--- config.mk ---
export PLATFORM = sky130hd
export DESIGN_NAME = secuenciador_alu
export DESIGN_NICKNAME = d
export VERILOG_FILES = /design/src/rtl/secuenciador_alu.sv
export SDC_FILE = /design/constraint.sdc
export NUM_CORES = 1
export LEC_CHECK = 0
export CORE_MARGIN = 10
export CORE_UTILIZATION = 41
export CTS_CLUSTER_SIZE = 28
export DETAILED_ROUTE_END_ITERATION = 7
export DONT_BUFFER_PORTS = 1
export GPL_TIMING_DRIVEN = 0
export HOLD_SLACK_MARGIN = 0.03
export PLACE_DENSITY_LB_ADDON = 0.05
export SYNTH_ARGS = -nofsm -noshare
export SYNTH_HDL_FRONTEND = slang
export SYNTH_SLANG_ARGS = --single-unit
--- constraint.sdc ---
create_clock -name Reloj -period 4.2 [get_ports Reloj]
set_input_delay 0.84 -clock Reloj [delete_from_list [all_inputs] [get_ports Reloj]]
set_output_delay 0.84 -clock Reloj [all_outputs]
set_load 0.1 [all_outputs]
--- src/rtl/secuenciador_alu.sv ---
// Registered sequencer around the combinational 8-bit ALU: accepts (opcode, A, B)
// over valid/ready, holds operands for a settle time, then captures and delivers the result.
module secuenciador_alu #(
    parameter int unsigned ESPERA_CICLOS = 1,
    parameter int unsigned ANCHO_CONT    = 8
) (
    input  logic                  Reloj,
    input  logic                  Reinicio_n,
    input  logic                  Entrada_Valida,
    output logic                  Entrada_Lista,
    input  logic [2:0]            Codigo_In,
    input  logic [7:0]            A_In,
    input  logic [7:0]            B_In,
    output logic [2:0]            Codigo_OP,
    output logic [7:0]            Dato0,
    output logic [7:0]            Dato1,
    input  logic [15:0]           Resultado,
    input  logic                  banderaA,
    output logic                  Salida_Valida,
    input  logic                  Salida_Lista,
    output logic [15:0]           Resultado_Out,
    output logic                  Acarreo_Out,
    output logic                  Cero_Out,
    output logic                  Error_Div,
    output logic [ANCHO_CONT-1:0] Contador_Ops
);

    localparam int unsigned ANCHO_ESPERA = 4;
    localparam logic [ANCHO_ESPERA-1:0] CARGA_ESPERA = ANCHO_ESPERA'(ESPERA_CICLOS - 1);

    localparam logic [2:0] OP_SUM = 3'b000;
    localparam logic [2:0] OP_RES = 3'b001;
    localparam logic [2:0] OP_DIV = 3'b011;
    localparam logic [2:0] OP_MOD = 3'b100;

    typedef enum logic [1:0] {
        REPOSO,
        EJECUTA,
        ENTREGA
    } estado_t;

    estado_t                 estado;
    logic [ANCHO_ESPERA-1:0] espera;
    logic                    div_cero_c;
    logic                    acarreo_c;

    // Divide/modulo by zero has no defined ALU result, so it is trapped locally.
    assign div_cero_c = ((Codigo_OP == OP_DIV) || (Codigo_OP == OP_MOD)) && (Dato1 == 8'h00);
    assign acarreo_c  = ((Codigo_OP == OP_SUM) || (Codigo_OP == OP_RES)) && banderaA;

    always_ff @(posedge Reloj) begin
        if (!Reinicio_n) begin
            estado        <= REPOSO;
            espera        <= '0;
            Entrada_Lista <= 1'b0;
            Codigo_OP     <= '0;
            Dato0         <= '0;
            Dato1         <= '0;
            Salida_Valida <= 1'b0;
            Resultado_Out <= '0;
            Acarreo_Out   <= 1'b0;
            Cero_Out      <= 1'b0;
            Error_Div     <= 1'b0;
            Contador_Ops  <= '0;
        end else begin
            case (estado)
                REPOSO: begin
                    if (Entrada_Valida && Entrada_Lista) begin
                        Codigo_OP     <= Codigo_In;
                        Dato0         <= A_In;
                        Dato1         <= B_In;
                        espera        <= CARGA_ESPERA;
                        Entrada_Lista <= 1'b0;
                        estado        <= EJECUTA;
                    end else begin
                        Entrada_Lista <= 1'b1;
                    end
                end
                EJECUTA: begin
                    if (espera == '0) begin
                        if (div_cero_c) begin
                            Resultado_Out <= 16'h0000;
                            Acarreo_Out   <= 1'b0;
                            Cero_Out      <= 1'b0;
                            Error_Div     <= 1'b1;
                        end else begin
                            Resultado_Out <= Resultado;
                            Acarreo_Out   <= acarreo_c;
                            Cero_Out      <= (Resultado == 16'h0000);
                            Error_Div     <= 1'b0;
                        end
                        Salida_Valida <= 1'b1;
                        estado        <= ENTREGA;
                    end else begin
                        espera <= espera - ANCHO_ESPERA'(1);
                    end
                end
                ENTREGA: begin
                    // Results stay put until the consumer takes them; no timeout.
                    if (Salida_Lista) begin
                        Salida_Valida <= 1'b0;
                        Contador_Ops  <= Contador_Ops + ANCHO_CONT'(1);
                        Entrada_Lista <= 1'b1;
                        estado        <= REPOSO;
                    end
                end
                default: begin
                    estado <= REPOSO;
                end
            endcase
        end
    end

endmodule

==> results_tabular.tex <==
\begin{tabular}{lr}
\hline
Metric & Value \\
\hline
\multicolumn{2}{l}{\textbf{Floorplan}} \\
\# IOs & 88 \\
Chip Width & 90.29 um \\
Die H & 90.29 um \\
Core area & 0.004755 mm\^{}2 \\
Cell row count & 25 \\
DIE AREA & 0.008152 mm\^{}2 \\
Starting utilization of the core area & 42.61\% \\
\multicolumn{2}{l}{\textbf{Placed design}} \\
Routability congestion estimate & 0.7272 \\
Post-DP HPWL & 3.953 mm \\
Input/output buffers & 0 \\
\multicolumn{2}{l}{\textbf{STA}} \\
Slew @ Worst Pin & 1119 ps \\
RSZ-0062 raised after global routing & no \\
Number of endpoints failing setup at the final stage & 0 \\
Max Slew Vio Count & 0 \\
Headroom to the max-slew limit & 25.27\% \\
Total Neg Setup Slack & 0 ps \\
Maximum achievable frequency & 0.4049 GHz \\
Final Cycle Share & 58.80\% \\
Fin Clk Skew & 11.06 ps \\
Number of endpoints with negative hold slack in the final report & 0 \\
Final worst path period need & 2470 ps \\
\multicolumn{2}{l}{\textbf{Setup path}} \\
Maximum net fanout on the critical path & 10 \\
WP buf/inv & 1 \\
Worst path max stage delay & 980 ps \\
Data required time at the worst endpoint & 4440 ps \\
Reg2Reg Capture Point & Dato0[2] \\
Path type of the worst setup path & reg -> reg \\
Setup slack of the worst register-to-register path & 1730 ps \\
Reg2Reg Depth & 5 \\
Data arrival time of the critical path & 2710 ps \\
Setup crit start kind & flop \\
Worst setup path startpoint & Entrada\_Lista \\
Kind of cell adding the most delay to the critical path & flip-flops \\
Critical-path top delay cell & dfxtp\_1 \\
CP dominant cell by count & nand2\_1 \\
Crit Reg-Reg Startpoint & Entrada\_Lista \\
Kind of end point of the critical path & flop \\
Cells along the critical path & nand2\_1, nor3\_2, clkbuf\_1, nand2\_1, a21oi\_1 \\
\multicolumn{2}{l}{\textbf{Worst hold path}} \\
Min-delay src & espera[3] \\
Hold depth & 2 \\
Hold endpoint & espera[3] \\
Min-Delay Path Class & reg -> reg \\
\multicolumn{2}{l}{\textbf{Drt}} \\
DR pass1 iterations & 4 \\
Initial DRC count & 37 \\
Wire per inst & 16.94 um \\
Total wirelength of the detailed-routed design & 4.981 mm \\
DRC violations left & 0 \\
Antenna Nets Post-Route & 0 \\
Average vias per placed instance & 5.184 \\
Total number of vias & 1524 \\
\multicolumn{2}{l}{\textbf{Synthesis}} \\
Syn avg cell area & 9.250 um\^{}2 \\
Sequential cell area fraction in the yosys report & 53.37\% \\
Netlist area before placement & 0.002026 mm\^{}2 \\
Biggest area contributors in the synthesized netlist & dfxtp\_1, nand2\_1, a22o\_1, a21oi\_1, nor2\_1 \\
Post-synth top area share & 53.37\% \\
Library cell occupying the most area in the post-synthesis netlist & dfxtp\_1 \\
Synthesis warning total & 0 \\
Most common flop cell mapped by yosys & dfxtp\_1 \\
Register bit total from synthesis & 54 \\
Number of distinct library cell variants in the gate-level netlist after synthesis & 32 \\
Mapped Nets & 261 \\
Post-synthesis cell count & 219 \\
Number of synthesized flops with an enable pin & 0 \\
Fraction of synthesis flops using an asynchronous set or reset pin & 0\% \\
\multicolumn{2}{l}{\textbf{Cells and area}} \\
Seq. cell area & 0.001081 mm\^{}2 \\
Share of layout cells above drive strength 1 & 6.608\% \\
Most frequent cells in the layout & dfxtp\_1, nand2\_1, a21oi\_1 \\
Combined area of the multi-input logic cells & 872.1 um\^{}2 \\
Diode insertion count for antenna repair & 0 \\
Synth-to-layout area growth & 9.512\% \\
Fill cell count & 484 \\
Final core area utilization & 46.66\% \\
Commonest non-fill, non-tap cell in the layout & dfxtp\_1 \\
Number of nets in the layout & 268 \\
\multicolumn{2}{l}{\textbf{Clocking}} \\
Root Buffer & clkbuf\_8 \\
Worst-path clk slew & 90 ps \\
Hold-fix buffer count after cts & 0 \\
H-tree depth reported by CTS & 2 \\
Clock tree from TritonCTS & done \\
Resized cells post-CTS & 0 \\
Number of buffers inserted to repair setup after CTS & 0 \\
Number of clock buffers inserted by TritonCTS & 5 \\
Worst-skew pair later-pin latency & 310 ps \\
Total number of clock tree sinks & 54 \\
Maximum count of clock buffers along a single path & 2 \\
\multicolumn{2}{l}{\textbf{Power}} \\
Clock share of power & 31.5\% \\
Cell Int Power & 0.7296 mW \\
Worst vdd rail ir drop & 245.2 uV \\
Power per unit of standard cell area & 485.7 mW/mm\^{}2 \\
Part of the total power dissipated in sequential elements & 63.1\% \\
Switching power & 0.3479 mW \\
Switching part of the total power & 32.29\% \\
Combinational Power Share & 5.4\% \\
Pleak & 0.8356 nW \\
\multicolumn{2}{l}{\textbf{Global routing}} \\
Overall overflow remaining after global route & 0 \\
Maximum number of pins on one net before global-route repair & 17 \\
Antenna violations before repair & 0 \\
Vias in the first global route & 1513 \\
First-pass GRT wire length & 7.645 mm \\
Global-route total usage across every layer & 11.43\% \\
\multicolumn{2}{l}{\textbf{Job}} \\
Reported max-cap violation count & 0 \\
\multicolumn{2}{l}{\textbf{Outcome}} \\
Outcome & completed \\
\hline
\end{tabular}
worst reg2reg max path: cells and delay by family, from the launching register on:
| kind | cells | cell delay (ps) |
|---|---|---|
| AO/OA/AOI/OAI | 1 | 140 |
| buffers and inverters | 1 | 390 |
| flip-flops | 1 | 980 |
| AND/OR/NAND/NOR | 3 | 890 |
synthesized netlist by cell type, types with 2 or more instances:
master / instances
nor2_1: 19
and3b_1: 2
nor2b_1: 2
nand4_1: 5
a22o_1: 17
o21a_1: 3
nand2_1: 42
xor2_1: 8
ha_1: 2
dfxtp_1: 54
nand3_1: 3
inv_1: 5
nor3b_1: 2
and3_1: 5
clkbuf_1: 8
nor4_1: 6
a21oi_1: 21
worst max path at each step:
stage,endpoint,slack [ps],cells after the start
global route,Dato0[2],1500,5
global placement,Dato1[5],1800,5
floorplan,Resultado_Out[10],2080,6
detailed placement,Dato0[2],1690,5
finish,Dato0[2],1730,5
CTS,Dato0[2],1670,5
registers in the layout (all words and copies together), names as in the netlist, 2 cells and up:
| signal | count |
|---|---|
| estado | 2 |
| Dato0 | 8 |
| espera | 4 |
| Contador_Ops | 8 |
| Resultado_Out | 16 |
| Dato1 | 8 |
| Codigo_OP | 3 |
per-layer routing:
layer,vias up,track usage [%],share of wire [%]
met5,-,0,0
met4,0,3.581,0.72
met3,4,9.144,16
met2,67,18.28,46
met1,683,11.02,37
li1,770,-,-
cell type report:
| cell class | instances | share of cell area [%] |
|---|---|---|
| Sequential cell | 54 | 48.73 |
| Inverter | 5 | 0.8460 |
| Multi-Input combinational cell | 149 | 39.31 |
| Clock buffer | 5 | 3.102 |
| Buffer | 11 | 2.425 |
| Tap cell | 67 | 3.779 |
| Clock inverter | 3 | 1.805 |
power groups by stage:
stage | Sequential, mW | Combinational (mW) | Clock (mW)
finish | 0.680 | 0.0581 | 0.339
global route | 0.684 | 0.0657 | 0.365
detailed placement | 0.693 | 0.0588 | 0
CTS | 0.682 | 0.0590 | 0.351
floorplan | 0.686 | 0.0471 | 0
global placement | 0.693 | 0.0564 | 0
cell families after synthesis:
| group | share of synthesized area [%] |
|---|---|
| compound gates | 14.39 |
| xor+xnor | 3.892 |
| fa+ha+maj | 1.235 |
| simple gates | 22.48 |
| mux | 1.050 |
| flops | 53.37 |
| buf+inv | 3.582 |
metrics by stage:
| stage | setup slack (ps) | hold slack, ps | total power [mW] | area (um^2) | cells |
|---|---|---|---|---|---|
| 2_1_floorplan | 2082 | 480.3 | 0.7335 | 2026 | 219 |
| 3_3_place_gp | 1802 | 499.5 | 0.7492 | 2110 | 286 |
| 3_5_place_dp | 1692 | 528.3 | 0.7521 | 2110 | 286 |
| 4_1_cts | 1667 | 546.4 | 1.092 | 2218 | 294 |
| 5_1_grt | 1503 | 605.9 | 1.114 | 2218 | 294 |
| 6_report | 1730 | 542.1 | 1.077 | 2218 | 294 |
Note: power is estimated with default switching activity, not from simulation.
